==> config.mk <==
export PLATFORM = sky130hd
export DESIGN_NAME = mem_port_arbiter
export DESIGN_NICKNAME = d
export VERILOG_FILES = /design/src/rtl/mem_port_arbiter_pkg.sv /design/src/rtl/mem_port_arbiter.sv
export SDC_FILE = /design/constraint.sdc
export NUM_CORES = 1
export LEC_CHECK = 0
export ABC_AREA = 1
export CORE_MARGIN = 2
export CORE_UTILIZATION = 44
export DETAILED_ROUTE_END_ITERATION = 8
export HOLD_SLACK_MARGIN = 0.05
export PLACE_DENSITY = 0.95
export SYNTH_ARGS = -nofsm -noshare
export SYNTH_HDL_FRONTEND = slang
export SYNTH_SLANG_ARGS = --single-unit
==> constraint.sdc <==
create_clock -name Clk -period 3.7 [get_ports Clk]
set_input_delay 0.74 -clock Clk [delete_from_list [all_inputs] [get_ports Clk]]
set_output_delay 0.74 -clock Clk [all_outputs]
set_load 0.05 [all_outputs]
==> src/rtl/mem_port_arbiter_pkg.sv <==
// mem_port_arbiter_pkg: arbiter state encoding and memory access size codes
package mem_port_arbiter_pkg;
  typedef enum logic [1:0] {IDLE, IF_BUSY, MEM_BUSY} state_t;
  localparam logic [1:0] SIZE_WORD = 2'b00;
  localparam logic [1:0] SIZE_HALF = 2'b01;
  localparam logic [1:0] SIZE_BYTE = 2'b10;
endpackage

==> src/rtl/mem_port_arbiter.sv <==
// mem_port_arbiter: single-port memory arbiter between IF fetches and MEM loads/stores
module mem_port_arbiter
  import mem_port_arbiter_pkg::*;
#(
  parameter int LATENCY = 2,
  parameter int ADDR_W = 32
) (
  input  logic              Clk,
  input  logic              Rst,
  input  logic              if_req,
  input  logic [ADDR_W-1:0] if_addr,
  input  logic              if_flush,
  input  logic              mem_rd_req,
  input  logic              mem_wr_req,
  input  logic [ADDR_W-1:0] mem_addr,
  input  logic [31:0]       mem_wdata,
  input  logic [1:0]        mem_size,
  output logic              ram_en,
  output logic              ram_we,
  output logic [ADDR_W-1:0] ram_addr,
  output logic [31:0]       ram_wdata,
  output logic [1:0]        ram_size,
  input  logic [31:0]       ram_rdata,
  output logic [31:0]       if_rdata,
  output logic [31:0]       mem_rdata,
  output logic              if_valid,
  output logic              mem_valid,
  output logic              stall_if,
  output logic              stall_mem
);
  localparam logic [3:0] CNT_LOAD = 4'(LATENCY - 1);
  state_t state_q, state_d;
  logic [3:0] cnt_q, cnt_d;
  logic ram_en_q, ram_en_d, ram_we_q, ram_we_d;
  logic [ADDR_W-1:0] ram_addr_q, ram_addr_d;
  logic [31:0] ram_wdata_q, ram_wdata_d, if_rdata_q, if_rdata_d, mem_rdata_q, mem_rdata_d;
  logic [1:0] ram_size_q, ram_size_d;
  logic if_valid_q, if_valid_d, mem_valid_q, mem_valid_d, flush_q, flush_d;
  logic mem_go, if_go, if_drop;
  assign mem_go = (mem_rd_req | mem_wr_req) & ~mem_valid_q;
  assign if_go = if_req & ~if_valid_q;
  assign if_drop = flush_q | if_flush;
  always_comb begin
    state_d = state_q;
    cnt_d = cnt_q;
    ram_en_d = ram_en_q;
    ram_we_d = ram_we_q;
    ram_addr_d = ram_addr_q;
    ram_wdata_d = ram_wdata_q;
    ram_size_d = ram_size_q;
    if_rdata_d = if_rdata_q;
    mem_rdata_d = mem_rdata_q;
    if_valid_d = 1'b0;
    mem_valid_d = 1'b0;
    flush_d = flush_q;
    if (state_q == IDLE) begin
      if (mem_go) begin
        state_d = MEM_BUSY;
        cnt_d = CNT_LOAD;
        ram_en_d = 1'b1;
        ram_we_d = mem_wr_req;
        ram_addr_d = mem_addr;
        ram_wdata_d = mem_wdata;
        ram_size_d = mem_size;
      end else if (if_go) begin
        state_d = IF_BUSY;
        cnt_d = CNT_LOAD;
        ram_en_d = 1'b1;
        ram_we_d = 1'b0;
        ram_addr_d = if_addr;
        ram_size_d = SIZE_WORD;
        flush_d = 1'b0;
      end
    end else if (cnt_q == 4'd0) begin
      state_d = IDLE;
      ram_en_d = 1'b0;
      ram_we_d = 1'b0;
      if (state_q == MEM_BUSY) begin
        mem_valid_d = 1'b1;
        mem_rdata_d = ram_we_q ? mem_rdata_q : ram_rdata;
      end else begin
        if_valid_d = ~if_drop;
        if_rdata_d = if_drop ? if_rdata_q : ram_rdata;
        flush_d = 1'b0;
      end
    end else begin
      cnt_d = cnt_q - 4'd1;
      flush_d = flush_q | ((state_q == IF_BUSY) & if_flush);
    end
  end
  always_ff @(posedge Clk) begin
    if (Rst) begin
      state_q <= IDLE;
      cnt_q <= '0;
      ram_en_q <= 1'b0;
      ram_we_q <= 1'b0;
      ram_addr_q <= '0;
      ram_wdata_q <= '0;
      ram_size_q <= SIZE_WORD;
      if_rdata_q <= '0;
      mem_rdata_q <= '0;
      if_valid_q <= 1'b0;
      mem_valid_q <= 1'b0;
      flush_q <= 1'b0;
    end else begin
      state_q <= state_d;
      cnt_q <= cnt_d;
      ram_en_q <= ram_en_d;
      ram_we_q <= ram_we_d;
      ram_addr_q <= ram_addr_d;
      ram_wdata_q <= ram_wdata_d;
      ram_size_q <= ram_size_d;
      if_rdata_q <= if_rdata_d;
      mem_rdata_q <= mem_rdata_d;
      if_valid_q <= if_valid_d;
      mem_valid_q <= mem_valid_d;
      flush_q <= flush_d;
    end
  end
  assign ram_en = ram_en_q;
  assign ram_we = ram_we_q;
  assign ram_addr = ram_addr_q;
  assign ram_wdata = ram_wdata_q;
  assign ram_size = ram_size_q;
  assign if_rdata = if_rdata_q;
  assign mem_rdata = mem_rdata_q;
  assign if_valid = if_valid_q;
  assign mem_valid = mem_valid_q;
  assign stall_if = if_req & ~if_valid_q;
  assign stall_mem = (mem_rd_req | mem_wr_req) & ~mem_valid_q;
endmodule

**Yosys cells after proc, flatten, opt, wreduce, memory -nomap -nowiden**

Index checks and enable logic that the tools add are counted.
Widths: inputs -> output; s select.

- Input bits: 136
- Logic and storage cells: 70
- Output and inout bits: 136
- Register bits: 141

- Reductions and logical operators: 13
- Mux-type cells: 24
- $add $sub $neg: 1
- Eq/ne operators: 7
- Bitwise gates (word level): 13

Operators by type and width:

| kind | number |
|---|---|
| $mux 32 | 2 |
| $mux 4 | 4 |
| $mux 1 | 12 |
| $mux 2 | 6 |
| $reduce_and 2->1 | 4 |
| $reduce_and 4->1 | 2 |
| $not 1->1 | 7 |
| $ne 2x2->1 const B | 3 |
| $ne 3x3->1 const B | 2 |
| $logic_not 4->1 | 1 |
| $reduce_bool 2->1 | 2 |
| $reduce_or 4->1 | 1 |
| $sub 4x1->4 const B | 1 |
| $and 1x1->1 | 3 |
| $or 1x1->1 | 3 |
| $reduce_and 3->1 | 1 |
| $reduce_or 3->1 | 1 |
| $eq 2x1->1 const B | 1 |
| $eq 2x2->1 const B | 1 |
| $logic_not 2->1 | 1 |

**Longest topological paths before layout**

Gate-level depths: netlist of run 1.

- Word-level depth: 5
- Gate-level depth with buffers: 9
- Mapped depth without buffers: 8

**Least setup slack after synthesis of run 1**

OpenSTA, ideal clock, no wires.

- Path kind: in2reg
- From: input port if_req
- To: register ram_addr_q[10], in the netlist ram_addr[10]
- Setup slack: 1432 ps
- Data required time: 3584 ps
- Setup time: 116 ps
- Stages: 8
- Data arrival time: 2152 ps
- Buffers on the path: 1
- Path through: inv_1 -> nor2_1 -> nand2_2 -> nand2_4 -> inv_4 -> buf_6 -> nor2_1 -> nor2_1

- Longest elaborated chain between the ends: 3

Ends and longest elaborated chain:

| what | line | RTL |
|---|---|---|
| start: declaration | mem_port_arbiter.sv:10 | `input logic if_req,` |
| $and 1x1->1 | n/a |  |
| via stall_if | mem_port_arbiter.sv:28 | `output logic stall_if,` |
| $reduce_bool 2->1 (no source line) | n/a |  |
| $reduce_and 2->1 (no source line) | n/a |  |
| end signal: assignment | mem_port_arbiter.sv:110 | `ram_addr_q <= ram_addr_d;` |
| end: declaration | mem_port_arbiter.sv:35 | `logic [ADDR_W-1:0] ram_addr_q, ram_addr_d;` |

The timed path passes the listed nets, and every way through them passes these cells.
A chain may end at the register's enable or synchronous reset.

**Final worst setup path of run 1**

- From: input port if_req
- To: output port stall_if

- Longest elaborated chain between the ends: 1

Ends and longest elaborated chain:

| what | line | RTL |
|---|---|---|
| $and 1x1->1 | mem_port_arbiter.sv:129 | `assign stall_if = if_req & ~if_valid_q;` |
| end: declaration | mem_port_arbiter.sv:28 |  |

No other way between the ends.

==> results of run 1 <==
-- routing by layer --
layer  vias to the layer above  track usage (%)  share of wire, %
met3                        48             9.99               9.6
met4                         0             11.6               3.1
met5                         -                0                 0
li1                       2878                -                 -
met1                      2641             26.8                37
met2                       273             46.0                50
-- power breakdown --
part | leakage (nW) | switching (mW) | internal, mW
Combinational | 2.18 | 1.37 | 0.678
Sequential | 1.16 | 0.129 | 1.75
Clock | 0.305 | 0.648 | 1.15
-- cell usage in the layout, fill, tap and decap left out, types with 2 or more instances in the layout --
cell / netlist / routed
ha_1: 2 / 2
buf_4: 11 / 6
clkdlybuf4s50_1: 0 / 270
o21ai_1: 14 / 14
inv_2: 5 / 6
a21oi_1: 41 / 41
inv_6: 0 / 4
o21ai_0: 86 / 86
clkinv_2: 0 / 3
nand2_2: 3 / 3
nor2_1: 203 / 203
bufinv_16: 0 / 4
or2_2: 2 / 2
clkinvlp_4: 0 / 2
nand3_1: 5 / 5
inv_1: 11 / 11
buf_12: 0 / 2
clkbuf_16: 0 / 17
dfxtp_1: 141 / 141
nor2_4: 2 / 2
nand2_1: 180 / 180
nor2_2: 2 / 2
-- flip-flops by register name (all words and copies together), names as in the netlist --
register,cells
ram_we,1
ram_wdata,32
ram_en,1
ram_addr,32
cnt_q,4
mem_rdata,32
ram_size,2
if_valid,1
mem_valid,1
state_q,2
flush_q,1
if_rdata,32
-- cell families after synthesis --
logic type                 after synthesis
and+or+nand+nor                        403
DFF                                    141
adders and majority gates                2
AOI/OAI and AO/OA                      141
xor gates and xnor gates                 1
buffers and inverters                   64
-- worst min-delay path, delay by kind of cell (launching register included) --
family	cells	cell delay, ps
compound gates	1	50
flops	1	300
simple gates	1	60
-- worst max path at each step --
stage / start / end / slack [ps] / cells after the start
after floorplan: if_req / ram_addr[10] / 1430 / 8
after global placement: if_req / stall_if / 710 / 4
after detailed placement: if_req / stall_if / 710 / 4
after CTS: if_req / stall_if / 710 / 4
after global routing: if_req / stall_if / 610 / 4
final: if_req / stall_if / 710 / 4
-- through the flow --
stage / util, % / cells / worst slack [ps] / power [mW]
2_1_floorplan: - / 752 / 1430 / 3.26
3_3_place_gp: 67.9 / 1152 / 709 / 3.89
3_5_place_dp: 67.9 / 1152 / 713 / 3.93
4_1_cts: 73.0 / 1184 / 709 / 5.75
5_1_grt: 73.0 / 1184 / 612 / 5.97
6_report: 73.0 / 1184 / 708 / 5.72
-- layout make-up --
class                      instances  share of cell area, %
clock buffer                      19                   5.01
clock inverter                    13                   2.09
inverter                          18                  0.792
multi-input combinational        547                   26.3
sequential                       141                   31.9
tap                              168                   2.38
timing repair buffer             278                   31.5
==> results.md, run 1 <==
- Status: finished, final reports clean
- VDD IR-drop max: between 0.4 and 0.5 mV
- Slew @ Worst Pin: 687 ps
- Post-synth EDFFs: 0
- Area occupied by multi-input gates: about 2300 µm²
- CP dominant cell by count: clkdlybuf4s50_1
- Flops & latches, synth: 141
- Synth Warn #: 0
- Clk buf depth: 2
- Routed length per placed instance: 14.8 µm
- Largest net degree at the start of global routing: 65
- Count leader, synth: nor2_1
- Achievable Freq: 334 MHz
- WL final: about 17,000 µm
- Synth Area in Adders: less than 1%
- Synth-to-Final Area Change: 60.1%
- Crit Path Class: in -> out
- Setup TNS: 0 ps
- # diodes: 0
- Post-synthesis simple-gate area fraction: 28.7%
- Crit path max-delay family: buffers and inverters
- DIE AREA: ~13,000 µm²
- Die Ht: 116 µm
- Port Buffers: about 270
- Largest family of logic cells by synthesized area: simple AND/OR/NAND/NOR gates
- Iter 0 DRT Violations: around 440
- Syn_area_per_cell: ~7.3 µm²
- H-tree depth: 4
- Async set or reset register ratio after synthesis: 0%
- Max incr delay on CP: about 840 ps
- Vias in the first global route: roughly 5,600
- Hold_sp: ram_wdata[20]
- R2R depth: 8
- Total CTS buffers: 17
- Final setup fails: 0
- Starting density of the core: a little under half
- Critical R2R Launch: cnt_q[0]
- Worst r2r dst: if_rdata[2]
- CP Max Fanout: 3
- DRT Pass-1 Iters: 5
- Synth Area in XOR/XNOR: less than 1%
- Antenna violations before repair: 0
- ANT nets after route: 0
- Worst path arrival time: 2250 ps
- Main synth FF type: dfxtp_1
- Clock-pin slew on the worst setup and hold paths: around 50 ps
- Post-synthesis compound-gate area fraction: 12.8%
- Synth cell count leaders: nor2_1 (203), nand2_1 (180), dfxtp_1 (141), o21ai_0 (86), a21oi_1 (41)
- Synth area leaders: dfxtp_1 (51%), nor2_1 (14%), nand2_1 (12%), o21ai_0 (7.8%), a21oi_1 (3.7%)
- Final Slew Violations: 0
- Mux share of post-synthesis cell area: 0%
- Fin Clk Skew: 7.07 ps
- R2R Setup Slk: roughly 1600 ps
- Slew headroom: about 54%
- Worst min path class: reg -> reg
- First-pass GRT wire length: 26,800 µm
- GRT Util Overall: about a quarter
- Clk Latency, worst-skew pair: roughly 400 ps
- Post-synth top area cell: dfxtp_1
- Static Leak: 3.64 nW
- Crit path required time: roughly 3000 ps
- Part of the Yosys area used for sequential elements: approximately half
- MaxCap Viol Count: 0
- Gate Count Post-Synth: roughly 750
- Die extent in x: 116 µm
- CP Capture Type: output port
- Worst Hold End: ram_wdata[20]
- Cell Chain, Critical Path: clkdlybuf4s50_1 > inv_1 > nor2_1 > clkdlybuf4s50_1
- PD cells: 646 nW/µm²
- Tmin final: ~3000 ps
- Congestion Overflow GR: 0
- CTS sink cnt: 141
- Hold_ws: about 460 ps
- I/O pin count: 272
- Syn nets: a little under 900
- Final #Nets: between 1,000 and 1,500
- # fillers: around 860
- Share of layout cells above drive strength 1: around 5.7%
- DRC: 0
- WHS Path Cells: 2
- Final instance area: approximately 8800 µm²
- Core ar.: 12,100 µm²
- Post-CTS resize count: 0
- Root buf cell: clkbuf_16
- Vias per std cell: roughly 4.9
- Final Cycle Share: between 80 and 90%
- Endpoints failing hold: 0
- Unrepaired setup endpoints after global routing: false
- Worst setup SP type: input pin
- Vias: approximately 5,800
- Final HPWL DP: around 12,000 µm
- Buf/Inv on CP: 3
- Critical-path top delay cell: clkdlybuf4s50_1
- Cell Rows: 40
- CTS tree: done
- Hold_buf cts: 0
- Buffer count from post-CTS setup fixing: 0
- Mapped cell area: roughly 5500 µm²
- Register area: 2820 µm²
- Area after DPL: about 8200 µm²
- Share of the synthesized area in the top cell type: 51.1%
- Gpl congestion: 0.820
- Post-synthesis cell type count: 29
Power figures use the tool's default switching activity.
==> run 2: changes to the inputs <==
CORE_UTILIZATION = 40   (was 44)
PLACE_DENSITY = 0.92   (was 0.95)
clock period = 3 ns   (was 3.7 ns; I/O delays follow)
==> results.md, run 2 (synthesis gave the netlist of run 1 again) <==
- WL final: 17,000 µm (was 17,500 µm)
- Setup TNS: 0 ps (unchanged)
- ANT nets after route: 0 (unchanged)
- Gpl congestion: 0.829 (was 0.820)
- Vias: 5,727 (was 5,840)
- Crit path max-delay family: buffers and inverters (unchanged)
- GRT Util Overall: 22.7% (was 25.8%)
- Setup ws final: 632 ps (was 708 ps)
- Vias per std cell: 4.80 (was 4.93)
- Endpoints failing hold: 0 (unchanged)
- Root buf cell: clkbuf_16 (unchanged)
- Final HPWL DP: 12,200 µm (was 12,100 µm)
- Hold_buf cts: 0 (unchanged)
- Crit Path Class: reg -> out (was in -> out)
- Status: finished, final reports clean (unchanged)
- Achievable Freq: between 400 and 500 MHz
- Vias in the first global route: 5,501 (was 5,576)
- I/O pin count: 272 (unchanged)
- Core ar.: 13,300 µm² (was 12,100 µm²)
- Die extent in x: 122 µm (was 116 µm)
- PD cells: 776 nW/µm² (was 646 nW/µm²)
- Area occupied by multi-input gates: 2330 µm² (unchanged)
- # diodes: 0 (unchanged)
- Starting density of the core: 41.4% (was 45.6%)
- VDD IR-drop max: 0.394 mV (was 0.418 mV)
- H-tree depth: 4 (unchanged)
- Final Cycle Share: around four fifths
- Post-CTS resize count: 0 (unchanged)
- Largest net degree at the start of global routing: 42 (was 65)
- Port Buffers: 271 (unchanged)
- Crit path required time: 2400 ps (was 2960 ps)
- Unrepaired setup endpoints after global routing: false (unchanged)
- Die Ht: 122 µm (was 116 µm)
- Worst setup SP type: flip-flop (was input pin)
- Commonest cells after routing, fill and taps aside: clkdlybuf4s50_1 (269), nor2_1 (203), nand2_1 (180) (was clkdlybuf4s50_1 (270), nor2_1 (203), nand2_1 (180))
- DRT Pass-1 Iters: 5 (unchanged)
- CTS tree: done (unchanged)
- Clk buf depth: 2 (unchanged)
- Most common cell after layout, fill and taps aside: clkdlybuf4s50_1 (unchanged)
- Congestion Overflow GR: 0 (unchanged)
- CTS sink cnt: 141 (unchanged)
- DRC: 0 (unchanged)
- Fin Clk Skew: 8.70 ps (was 7.07 ps)
- First-pass GRT wire length: 26,600 µm (was 26,800 µm)
- Final Slew Violations: 0 (unchanged)
- Critical-path top delay cell: clkdlybuf4s50_1 (unchanged)
- Static Leak: 3.62 nW (was 3.64 nW)
- Buf/Inv on CP: 1 (was 3)
- Tmin final: about 2400 ps
- Worst min path class: reg -> reg (unchanged)
- MaxCap Viol Count: 0 (unchanged)
- DIE AREA: 14,800 µm² (was 13,500 µm²)
- Cell Chain, Critical Path: clkdlybuf4s50_1 (was clkdlybuf4s50_1 > inv_1 > nor2_1 > clkdlybuf4s50_1)
- CP Capture Type: output port (unchanged)
- Antenna violations before repair: 0 (unchanged)
- Worst path arrival time: 1770 ps (was 2250 ps)
- Register area: 2820 µm² (unchanged)
- Iter 0 DRT Violations: 372 (was 439)
- Slew @ Worst Pin: 657 ps (was 687 ps)
- Slew headroom: 56.1% (was 54.1%)
- Final #Nets: 1,143 (was 1,141)
- Buffer count from post-CTS setup fixing: 0 (unchanged)
- # fillers: 1,099 (was 857)
- Synth-to-Final Area Change: 59.3% (was 60.1%)
- Dpl ws: 683 ps (was 713 ps)
- Final setup fails: 0 (unchanged)
- Cell Rows: 42 (was 40)
- Total CTS buffers: 17 (unchanged)
- Share of layout cells above drive strength 1: 5.99% (was 5.71%)
- CP Max Fanout: 4 (was 3)
- Routed length per placed instance: 14.2 µm (was 14.8 µm)
- Max incr delay on CP: 890 ps (was 840 ps)
- Clock-pin slew on the worst setup and hold paths: 60 ps (was 50 ps)
- Clk Latency, worst-skew pair: 410 ps (about the same)
-- run 2: layout make-up --
type / count / area share [%]
Clock buffer: 18 / 4.87
Clock inverter: 14 / 1.66
Inverter: 18 / 0.796
Multi-Input combinational cell: 547 / 26.4
Sequential cell: 141 / 32.1
Tap cell: 176 / 2.50
Timing Repair Buffer: 280 / 31.7
-- run 2: worst register-to-register path, delay by kind of cell (launching register included) --
family / cells / cell delay, ps
simple gates: 5 / 1110
buf+inv: 1 / 210
flops: 1 / 350
-- run 2: final timing paths --
| kind | from | to | slack [ps] | cells past startpoint |
|---|---|---|---|---|
| setup / recovery | ram_we | ram_we | 630 | 1 |
| hold / removal | ram_en | ram_en | 460 | 2 |
| setup reg to reg | state_q[1] | ram_addr[7] | 1230 | 6 |
| hold reg to reg | ram_en | ram_en | 460 | 2 |
-- run 2: where the power goes --
part	switching [mW]	internal (mW)	leakage [nW]
clock	0.801	1.22	0.276
combinational	1.67	0.835	2.19
sequential	0.154	2.15	1.16
total	2.62	4.21	3.62
-- run 2: stage by stage --
step,instance area [µm²],hold slack [ps],power [mW],std cells,utilization [%]
global placement,8230,449,4.81,1162,61.6
finish,8800,458,6.84,1194,66.0
global route,8800,475,7.16,1194,66.0
detailed placement,8230,451,4.85,1162,61.6
CTS,8800,460,6.89,1194,66.0
floorplan,5530,447,4.02,752,-
-- run 2: metal layers --
metal / track usage [%] / vias up / wire [µm] / part of all wire [%]
li1: - / 2884 / - / -
met1: 24.9 / 2558 / 6570 / 39
met2: 40.6 / 253 / 8460 / 50
met3: 7.44 / 32 / 1510 / 8.9
met4: 9.05 / 0 / 420 / 2.5
met5: 0 / - / 0 / 0
